==> src/rtl/detect_burst_multi_if.sv <==
// Burst-detector bus bundle: the input address FIFO pop side plus the address and
// burst-length output FIFO push sides. master = detector, slave = FIFO/environment.
interface detect_burst_multi_if #(
    parameter int AddrWidth     = 64,
    parameter int BurstLenWidth = 8,
    parameter int NumLenPorts   = 2
) ();
    logic [AddrWidth-1:0]                 addr_dout;
    logic                                 addr_empty_n;
    logic                                 addr_read;
    logic [BurstLenWidth+AddrWidth-1:0]   addr_din;
    logic                                 addr_full_n;
    logic                                 addr_write;
    logic [NumLenPorts*BurstLenWidth-1:0] burst_len_din;
    logic [NumLenPorts-1:0]               burst_len_full_n;
    logic [NumLenPorts-1:0]               burst_len_write;

    // Handshake: a pop happens in every cycle addr_read is high (only while
    // addr_empty_n); a push happens on every cycle *_write is high, and all output
    // pushes fire together only when every output FIFO reports not-full.
    modport master (
        input  addr_dout, addr_empty_n, addr_full_n, burst_len_full_n,
        output addr_read, addr_din, addr_write, burst_len_din, burst_len_write
    );

    modport slave (
        output addr_dout, addr_empty_n, addr_full_n, burst_len_full_n,
        input  addr_read, addr_din, addr_write, burst_len_din, burst_len_write
    );
endinterface

==> src/rtl/detect_burst_multi.sv <==
// Coalesces a stream of beat addresses into {len-1, base} bursts that never cross a
// 2^BoundaryLog-byte page, with idle timeout, flush, a registered output stage and a counter.
module detect_burst_multi #(
    parameter int AddrWidth         = 64,
    parameter int DataWidthBytesLog = 6,
    parameter int WaitTimeWidth     = 4,
    parameter int BurstLenWidth     = 8,
    parameter int NumLenPorts       = 2,
    parameter int BoundaryLog       = 12
) (
    input  logic                     clk,
    input  logic                     rst_n,
    input  logic [WaitTimeWidth-1:0] max_wait_time,
    input  logic [BurstLenWidth-1:0] max_burst_len,
    input  logic                     flush,
    detect_burst_multi_if.master     bus,
    output logic [31:0]              burst_count,
    output logic                     state_o
);
    localparam int BeatW = AddrWidth - DataWidthBytesLog;

    typedef enum logic [0:0] {
        IDLE  = 1'b0,
        ACCUM = 1'b1
    } state_e;

    state_e                   state_q, state_d;
    logic [AddrWidth-1:0]     base_q, base_d;
    logic [BurstLenWidth-1:0] len_q, len_d;
    logic [WaitTimeWidth-1:0] wait_q, wait_d;
    logic                     out_pending_q, out_pending_d;
    logic [AddrWidth-1:0]     out_addr_q, out_addr_d;
    logic [BurstLenWidth-1:0] out_len_q, out_len_d;
    logic [31:0]              burst_count_q, burst_count_d;

    logic             all_ready, stall, rd, wr, emit;
    logic             contig, room, same_page, merge;
    logic [BeatW-1:0] beat_next;

    assign all_ready = bus.addr_full_n & (&bus.burst_len_full_n);
    assign stall     = out_pending_q & ~all_ready;
    // Reset also gates the pop so the input FIFO is not drained while held in reset.
    assign rd        = bus.addr_empty_n & ~stall & rst_n;
    assign wr        = out_pending_q & all_ready;

    assign bus.addr_read       = rd;
    assign bus.addr_write      = wr;
    assign bus.burst_len_write = {NumLenPorts{wr}};
    assign bus.addr_din        = {out_len_q, out_addr_q};
    assign bus.burst_len_din   = {NumLenPorts{out_len_q}};
    assign burst_count         = burst_count_q;
    assign state_o             = state_q;

    // Contiguity works on beat addresses, so byte-offset bits of base are ignored.
    assign beat_next = base_q[AddrWidth-1:DataWidthBytesLog] + BeatW'(len_q) + BeatW'(1);
    assign contig    = (bus.addr_dout[AddrWidth-1:DataWidthBytesLog] == beat_next);
    assign room      = (len_q < max_burst_len);

    generate
        if (BoundaryLog < AddrWidth) begin : g_page
            assign same_page = (bus.addr_dout[AddrWidth-1:BoundaryLog] == base_q[AddrWidth-1:BoundaryLog]);
        end else begin : g_no_page
            assign same_page = 1'b1;
        end
    endgenerate

    assign merge = contig & room & same_page;

    always_comb begin
        state_d = state_q;
        base_d  = base_q;
        len_d   = len_q;
        wait_d  = wait_q;
        emit    = 1'b0;
        if (!stall) begin
            case (state_q)
                IDLE: begin
                    if (rd) begin
                        base_d  = bus.addr_dout;
                        len_d   = '0;
                        wait_d  = '0;
                        state_d = ACCUM;
                    end
                end
                ACCUM: begin
                    if (rd) begin
                        if (merge) begin
                            len_d = len_q + BurstLenWidth'(1);
                        end else begin
                            emit   = 1'b1;
                            base_d = bus.addr_dout;
                            len_d  = '0;
                        end
                        wait_d = '0;
                    end else if (flush || (wait_q == max_wait_time)) begin
                        emit    = 1'b1;
                        wait_d  = '0;
                        state_d = IDLE;
                    end else begin
                        wait_d = wait_q + WaitTimeWidth'(1);
                    end
                end
                default: state_d = IDLE;
            endcase
        end
    end

    // Emit can only happen when not stalled, i.e. the output slot is free or drains this cycle.
    always_comb begin
        out_pending_d = emit | (out_pending_q & ~wr);
        out_addr_d    = emit ? base_q : out_addr_q;
        out_len_d     = emit ? len_q : out_len_q;
        burst_count_d = burst_count_q;
        if (wr && (burst_count_q != 32'hFFFF_FFFF)) begin
            burst_count_d = burst_count_q + 32'd1;
        end
    end

    always_ff @(posedge clk or negedge rst_n) begin
        if (!rst_n) begin
            state_q       <= IDLE;
            base_q        <= '0;
            len_q         <= '0;
            wait_q        <= '0;
            out_pending_q <= 1'b0;
            out_addr_q    <= '0;
            out_len_q     <= '0;
            burst_count_q <= '0;
        end else begin
            state_q       <= state_d;
            base_q        <= base_d;
            len_q         <= len_d;
            wait_q        <= wait_d;
            out_pending_q <= out_pending_d;
            out_addr_q    <= out_addr_d;
            out_len_q     <= out_len_d;
            burst_count_q <= burst_count_d;
        end
    end
endmodule

==> src/flat_wrapper.sv <==
// flat-port wrapper written by rule: the top's interface ports become plain ports
module detect_burst_multi_flat 
#(
    parameter int AddrWidth         = 64,
    parameter int DataWidthBytesLog = 6,
    parameter int WaitTimeWidth     = 4,
    parameter int BurstLenWidth     = 8,
    parameter int NumLenPorts       = 2,
    parameter int BoundaryLog       = 12
)
  (clk, rst_n, max_wait_time, max_burst_len, flush, burst_count, state_o, bus_addr_dout, bus_addr_empty_n, bus_addr_full_n, bus_burst_len_full_n, bus_addr_read, bus_addr_din, bus_addr_write, bus_burst_len_din, bus_burst_len_write);
  detect_burst_multi_if #(.AddrWidth(AddrWidth), .BurstLenWidth(BurstLenWidth), .NumLenPorts(NumLenPorts)) bus_i ();
  input  logic clk;
  input  logic rst_n;
  input  logic [WaitTimeWidth-1:0] max_wait_time;
  input  logic [BurstLenWidth-1:0] max_burst_len;
  input  logic flush;
  output logic [31:0] burst_count;
  output logic state_o;
  input wire logic [$bits(bus_i.addr_dout)-1:0] bus_addr_dout;
  input wire logic [$bits(bus_i.addr_empty_n)-1:0] bus_addr_empty_n;
  input wire logic [$bits(bus_i.addr_full_n)-1:0] bus_addr_full_n;
  input wire logic [$bits(bus_i.burst_len_full_n)-1:0] bus_burst_len_full_n;
  output wire logic [$bits(bus_i.addr_read)-1:0] bus_addr_read;
  output wire logic [$bits(bus_i.addr_din)-1:0] bus_addr_din;
  output wire logic [$bits(bus_i.addr_write)-1:0] bus_addr_write;
  output wire logic [$bits(bus_i.burst_len_din)-1:0] bus_burst_len_din;
  output wire logic [$bits(bus_i.burst_len_write)-1:0] bus_burst_len_write;
  assign bus_i.addr_dout = bus_addr_dout;
  assign bus_i.addr_empty_n = bus_addr_empty_n;
  assign bus_i.addr_full_n = bus_addr_full_n;
  assign bus_i.burst_len_full_n = bus_burst_len_full_n;
  assign bus_addr_read = bus_i.addr_read;
  assign bus_addr_din = bus_i.addr_din;
  assign bus_addr_write = bus_i.addr_write;
  assign bus_burst_len_din = bus_i.burst_len_din;
  assign bus_burst_len_write = bus_i.burst_len_write;
  detect_burst_multi #(.AddrWidth(AddrWidth), .DataWidthBytesLog(DataWidthBytesLog), .WaitTimeWidth(WaitTimeWidth), .BurstLenWidth(BurstLenWidth), .NumLenPorts(NumLenPorts), .BoundaryLog(BoundaryLog)) u_core (.clk(clk), .rst_n(rst_n), .max_wait_time(max_wait_time), .max_burst_len(max_burst_len), .flush(flush), .bus(bus_i), .burst_count(burst_count), .state_o(state_o));
endmodule
==> config.mk <==
export PLATFORM = sky130hd
export DESIGN_NAME = detect_burst_multi_flat
export DESIGN_NICKNAME = d
export VERILOG_FILES = /design/src/rtl/detect_burst_multi_if.sv /design/src/rtl/detect_burst_multi.sv /design/src/flat_wrapper.sv
export SDC_FILE = /design/constraint.sdc
export NUM_CORES = 1
export LEC_CHECK = 0
export ABC_AREA = 1
export CAP_MARGIN = 5
export CORE_ASPECT_RATIO = 0.6
export CORE_UTILIZATION = 40
export DETAILED_ROUTE_END_ITERATION = 7
export GPL_TIMING_DRIVEN = 0
export SLEW_MARGIN = 25
export SYNTH_ARGS = -nofsm -noshare
export SYNTH_HDL_FRONTEND = slang
export SYNTH_SLANG_ARGS = --single-unit
==> constraint.sdc <==
create_clock -name clk -period 2.8 [get_ports clk]
set_input_delay 0.28 -clock clk [delete_from_list [all_inputs] [get_ports clk]]
set_output_delay 0.28 -clock clk [all_outputs]
set_load 0.005 [all_outputs]
==> results.md, run 1 <==
Synthesis
* 7.24 µm² — Avg Inst Size Synth
* 44.6% — share of Yosys cell area claimed by the top area cell type
* 0 — number of synthesized flops with an enable pin
* sky130_fd_sc_hd__dfrtp_1 — cell type with the largest total area after synthesis
* 100% — proportion of synthesized flip-flops having asynchronous set or reset
* 0 — warning count from the yosys run
* sky130_fd_sc_hd__nand2_1 — most instantiated library cell after synthesis
* 182 — flop and latch count out of synthesis
* sky130_fd_sc_hd__dfrtp_1, sky130_fd_sc_hd__nand2_1, sky130_fd_sc_hd__nand3_1, sky130_fd_sc_hd__inv_1, sky130_fd_sc_hd__nor2_1 — top cells by area in the synthesized netlist
* 1410 — number of cells produced by synthesis
* 44.6% — sequential element share of the synthesized area
* 0.0102 mm² — cell area after synthesis
* 1512 — synthesized net count
* sky130_fd_sc_hd__nand2_1, sky130_fd_sc_hd__dfrtp_1, sky130_fd_sc_hd__nand3_1 — cell types with the highest counts after synthesis
* 36 — synth unique cells
* sky130_fd_sc_hd__dfrtp_1 — primary flip-flop cell chosen by synthesis mapping

Outcome
* finished, violations left — run status
* negative setup slack — violations in the final reports

Drt
* 16.5 µm — drt wl/cell
* 0 — DRC Markers
* 0 — final antenna-violating net count
* 5 — TritonRoute pass-1 iters
* 9798 — Via Count
* 33000 µm — aggregate routed wire length
* 842 — initial detailed-routing violation count
* 4.92 — number of vias per cell

Worst hold path
* in2reg — Hold/Removal Path Class

Die
* 0.0246 mm² — placeable core region
* 41.5% — initial standard-cell utilization of the core
* 44 — FP Rows
* 126 µm — height of the die
* 0.0262 mm² — full die area
* 208 — Boundary Pins
* 208 µm — horizontal extent of the die

STA
* 2880 ps — shortest period the worst path allows
* 51.7% — relative max-transition margin
* -76.9 ps — fin worst setup slack
* 348 MHz — maximum frequency from static timing analysis
* 0 — number of failing hold endpoints at the final stage
* 11.9 ps — Fin Clk Skew
* true — unrepaired setup endpoints after global routing
* 140 — Final setup violation count
* -6520 ps — total negative slack for setup checks
* 0 — max-slew violation total from the final report
* 103% — Final Cycle Share
* 388 ps — worst-case hold slack
* 725 ps — Slew @ Worst Pin

Worst setup path
* inv_2 > ha_4 > inv_2 > fa_2 > o21ai_2 > nor2_1 > nand3_1 > nor2_1 > nand3_1 > nor2_1 > nand2_1 > nor2_4 > nand3_4 > buf_12 > nand2_8 > buf_8 > nand2_1 > nand2_1 — critical path cell sequence
* flip-flop — Critical Path Start Type
* simple AND/OR/NAND/NOR gates — crit-path leading delay family
* sky130_fd_sc_hd__fa_2 — critical path's slowest cell
* 550 ps — largest stage delay on the critical path
* 10 — critical-path maximum fanout
* 3270 ps — Data arrival, critical path
* flip-flop — Worst Setup End Kind
* 3190 ps — Crit path required time
* 4 — count of buffer and inverter cells on the critical path
* reg2reg — critical path class

Cells and area
* 36.9% — area overhead of the layout relative to synthesis
* 1761 — Post-layout nets
* 1993 — Layout Cells excl Fill
* 0 — ant diodes
* 9.40% — ratio of cells with drive above 1 in the final layout
* 0.0140 mm² — Finished Cell Area

Global route
* 9002 — via count of the first global-routing pass
* 51500 µm — global-route wire length before repair
* 69 — pin count of the biggest net entering global routing
* 0 — GR Overflow Total
* 0 — number of antenna violations at the first check in global routing
* 25.8% — total track usage

Job
* 0 — maxcap violations

CTS
* built — CTS tree
* sky130_fd_sc_hd__clkbuf_16 — clk root buf
* 460 ps — clock insertion delay at the later pin of the skew report
* 17 — clock buffers created by TritonCTS
* 182 — clk sink count
* 4 — maximum level of the CTS H-tree
* 70 ps — register clock-pin slew on the reported worst setup and hold paths
* 2 — maximum number of buffers from clock root to sink

Pwr
* 11.6 mW — post-route total power
* 7.08 nW — leak pwr
* 39.6% — Flop pwr share
* 0.387 mV — VDD IR-drop max
* 37.6% — proportion of power drawn by combinational gates
* 7.28 mW — cell-internal power
* 37.0% — Switching Share
* 22.8% — share of total power in the clock network
* 827 mW/mm² — total power divided by cell area
* 4.28 mW — net switching component of the power

Placement
* 207 — port buffer count
* 0.0127 mm² — cell area reported after detailed placement
* 24700 µm — Final HPWL DP
* 1941 — cell count after placement
* 0.904 — RD Place Congestion

-- cells in the final DEF, fill, tap and decap left out, types with 3 or more instances in the layout --
cell,count
sky130_fd_sc_hd__a21oi_1,8
sky130_fd_sc_hd__a21oi_2,3
sky130_fd_sc_hd__buf_1,7
sky130_fd_sc_hd__buf_16,6
sky130_fd_sc_hd__buf_4,31
sky130_fd_sc_hd__buf_6,13
sky130_fd_sc_hd__buf_8,9
sky130_fd_sc_hd__bufinv_16,4
sky130_fd_sc_hd__clkbuf_1,10
sky130_fd_sc_hd__clkbuf_16,19
sky130_fd_sc_hd__clkbuf_4,4
sky130_fd_sc_hd__clkbuf_8,5
sky130_fd_sc_hd__clkdlybuf4s50_1,206
sky130_fd_sc_hd__dfrtp_1,182
sky130_fd_sc_hd__ha_1,17
sky130_fd_sc_hd__inv_1,142
sky130_fd_sc_hd__inv_2,4
sky130_fd_sc_hd__nand2_1,570
sky130_fd_sc_hd__nand2_2,27
sky130_fd_sc_hd__nand3_1,164
sky130_fd_sc_hd__nand4_1,24
sky130_fd_sc_hd__nor2_1,73
sky130_fd_sc_hd__nor2_2,6
sky130_fd_sc_hd__nor2_4,3
sky130_fd_sc_hd__nor3_1,24
sky130_fd_sc_hd__nor4_1,7
sky130_fd_sc_hd__o21ai_0,10
sky130_fd_sc_hd__xnor2_1,27
sky130_fd_sc_hd__xor2_1,30
-- layer usage --
metal	part of all wire, %	routed length, µm	track usage (%)
met4	0.85	279	5.05
met1	54	17700	41.4
met5	0	0	0
met2	39	12800	33.5
met3	6.8	2240	7.18
-- power by group through the flow --
| stage | combinational (mW) | clock [mW] | sequential [mW] |
|---|---|---|---|
| 4_1_cts | 4.21 | 2.68 | 4.54 |
| 5_1_grt | 4.88 | 2.80 | 4.72 |
| 3_3_place_gp | 3.88 | 0 | 4.55 |
| 3_5_place_dp | 3.96 | 0 | 4.56 |
| 2_1_floorplan | 2.19 | 0 | 4.33 |
| 6_report | 4.35 | 2.63 | 4.58 |
-- layout make-up --
class,count,area [µm²]
fill,2331,10600
timing repair buffer,230,2450
multi-input combinational,1015,4870
clock inverter,7,141
inverter,150,572
clock buffer,24,492
sequential,182,4550
tap,322,403
buffer,63,499
-- state kept, by name (all words and copies together), names as in the netlist --
| signal | count |
|---|---|
| u_core.base_q | 64 |
| u_core.wait_q | 4 |
| u_core.out_pending_q | 1 |
| u_core.state_o | 1 |
| u_core.burst_count | 32 |
| u_core.out_len_q | 8 |
| u_core.out_addr_q | 64 |
| u_core.len_q | 8 |
-- cell families after synthesis --
logic type | after synthesis | synth area share, %
xor+xnor | 57 | 4.89
compound gates | 27 | 1.45
buf+inv | 214 | 9.45
flops | 182 | 44.6
fa+ha+maj | 19 | 2.40
simple gates | 911 | 37.2
-- path summary, 6_finish.rpt --
check	endpoint	slack, ps	startpoint	cells past startpoint
worst max-delay path	u_core.out_addr_q[27]$_DFFE_PN0P_	-80	u_core.len_q[0]$_DFFE_PN0P_	18
worst min-delay path	u_core.base_q[3]$_DFFE_PN0P_	390	bus_addr_dout[3]	3
worst max register to register	u_core.out_addr_q[27]$_DFFE_PN0P_	-80	u_core.len_q[0]$_DFFE_PN0P_	18
worst min register to register	u_core.out_addr_q[54]$_DFFE_PN0P_	470	u_core.out_addr_q[54]$_DFFE_PN0P_	2
max in group asynchronous	u_core.out_addr_q[41]$_DFFE_PN0P_	1380	rst_n	5
min in group asynchronous	u_core.burst_count[29]$_DFFE_PN0P_	450	rst_n	3
-- worst register-to-register path: cells and delay by family (launching register included) --
kind,cells,cell delay (ps)
AND/OR/NAND/NOR,11,1140
adder cells (fa/ha/maj),2,690
buffers and inverters,4,500
flip-flops,1,410
AO/OA/AOI/OAI,1,80
-- stage by stage --
| stage | util [%] | setup slack (ps) |
|---|---|---|
| finish | 56.8 | -76.9 |
| floorplan | - | 206 |
| global placement | 51.6 | -8270 |
| global route | 56.8 | -272 |
| detailed placement | 51.8 | -540 |
| CTS | 56.0 | -92.7 |
-- repair_timing --
action | 4_1_cts | 5_1_grt
hold buffers | 5 | 0
endpoints found under the hold margin | 50 | 0
setup endpoints to repair | 144 | 160
pin swaps | 3 | 2
buffers inserted | 11 | 2
resized for setup | 60 | 50
cloned | 2 | 2
(Power assumes the default switching activity.)
==> run 2, diff against run 1 <==
- CAP_MARGIN: 5 -> not set
==> results of run 2 <==
Same layout as run 1: the final DEF is identical, and so are final timing and power.
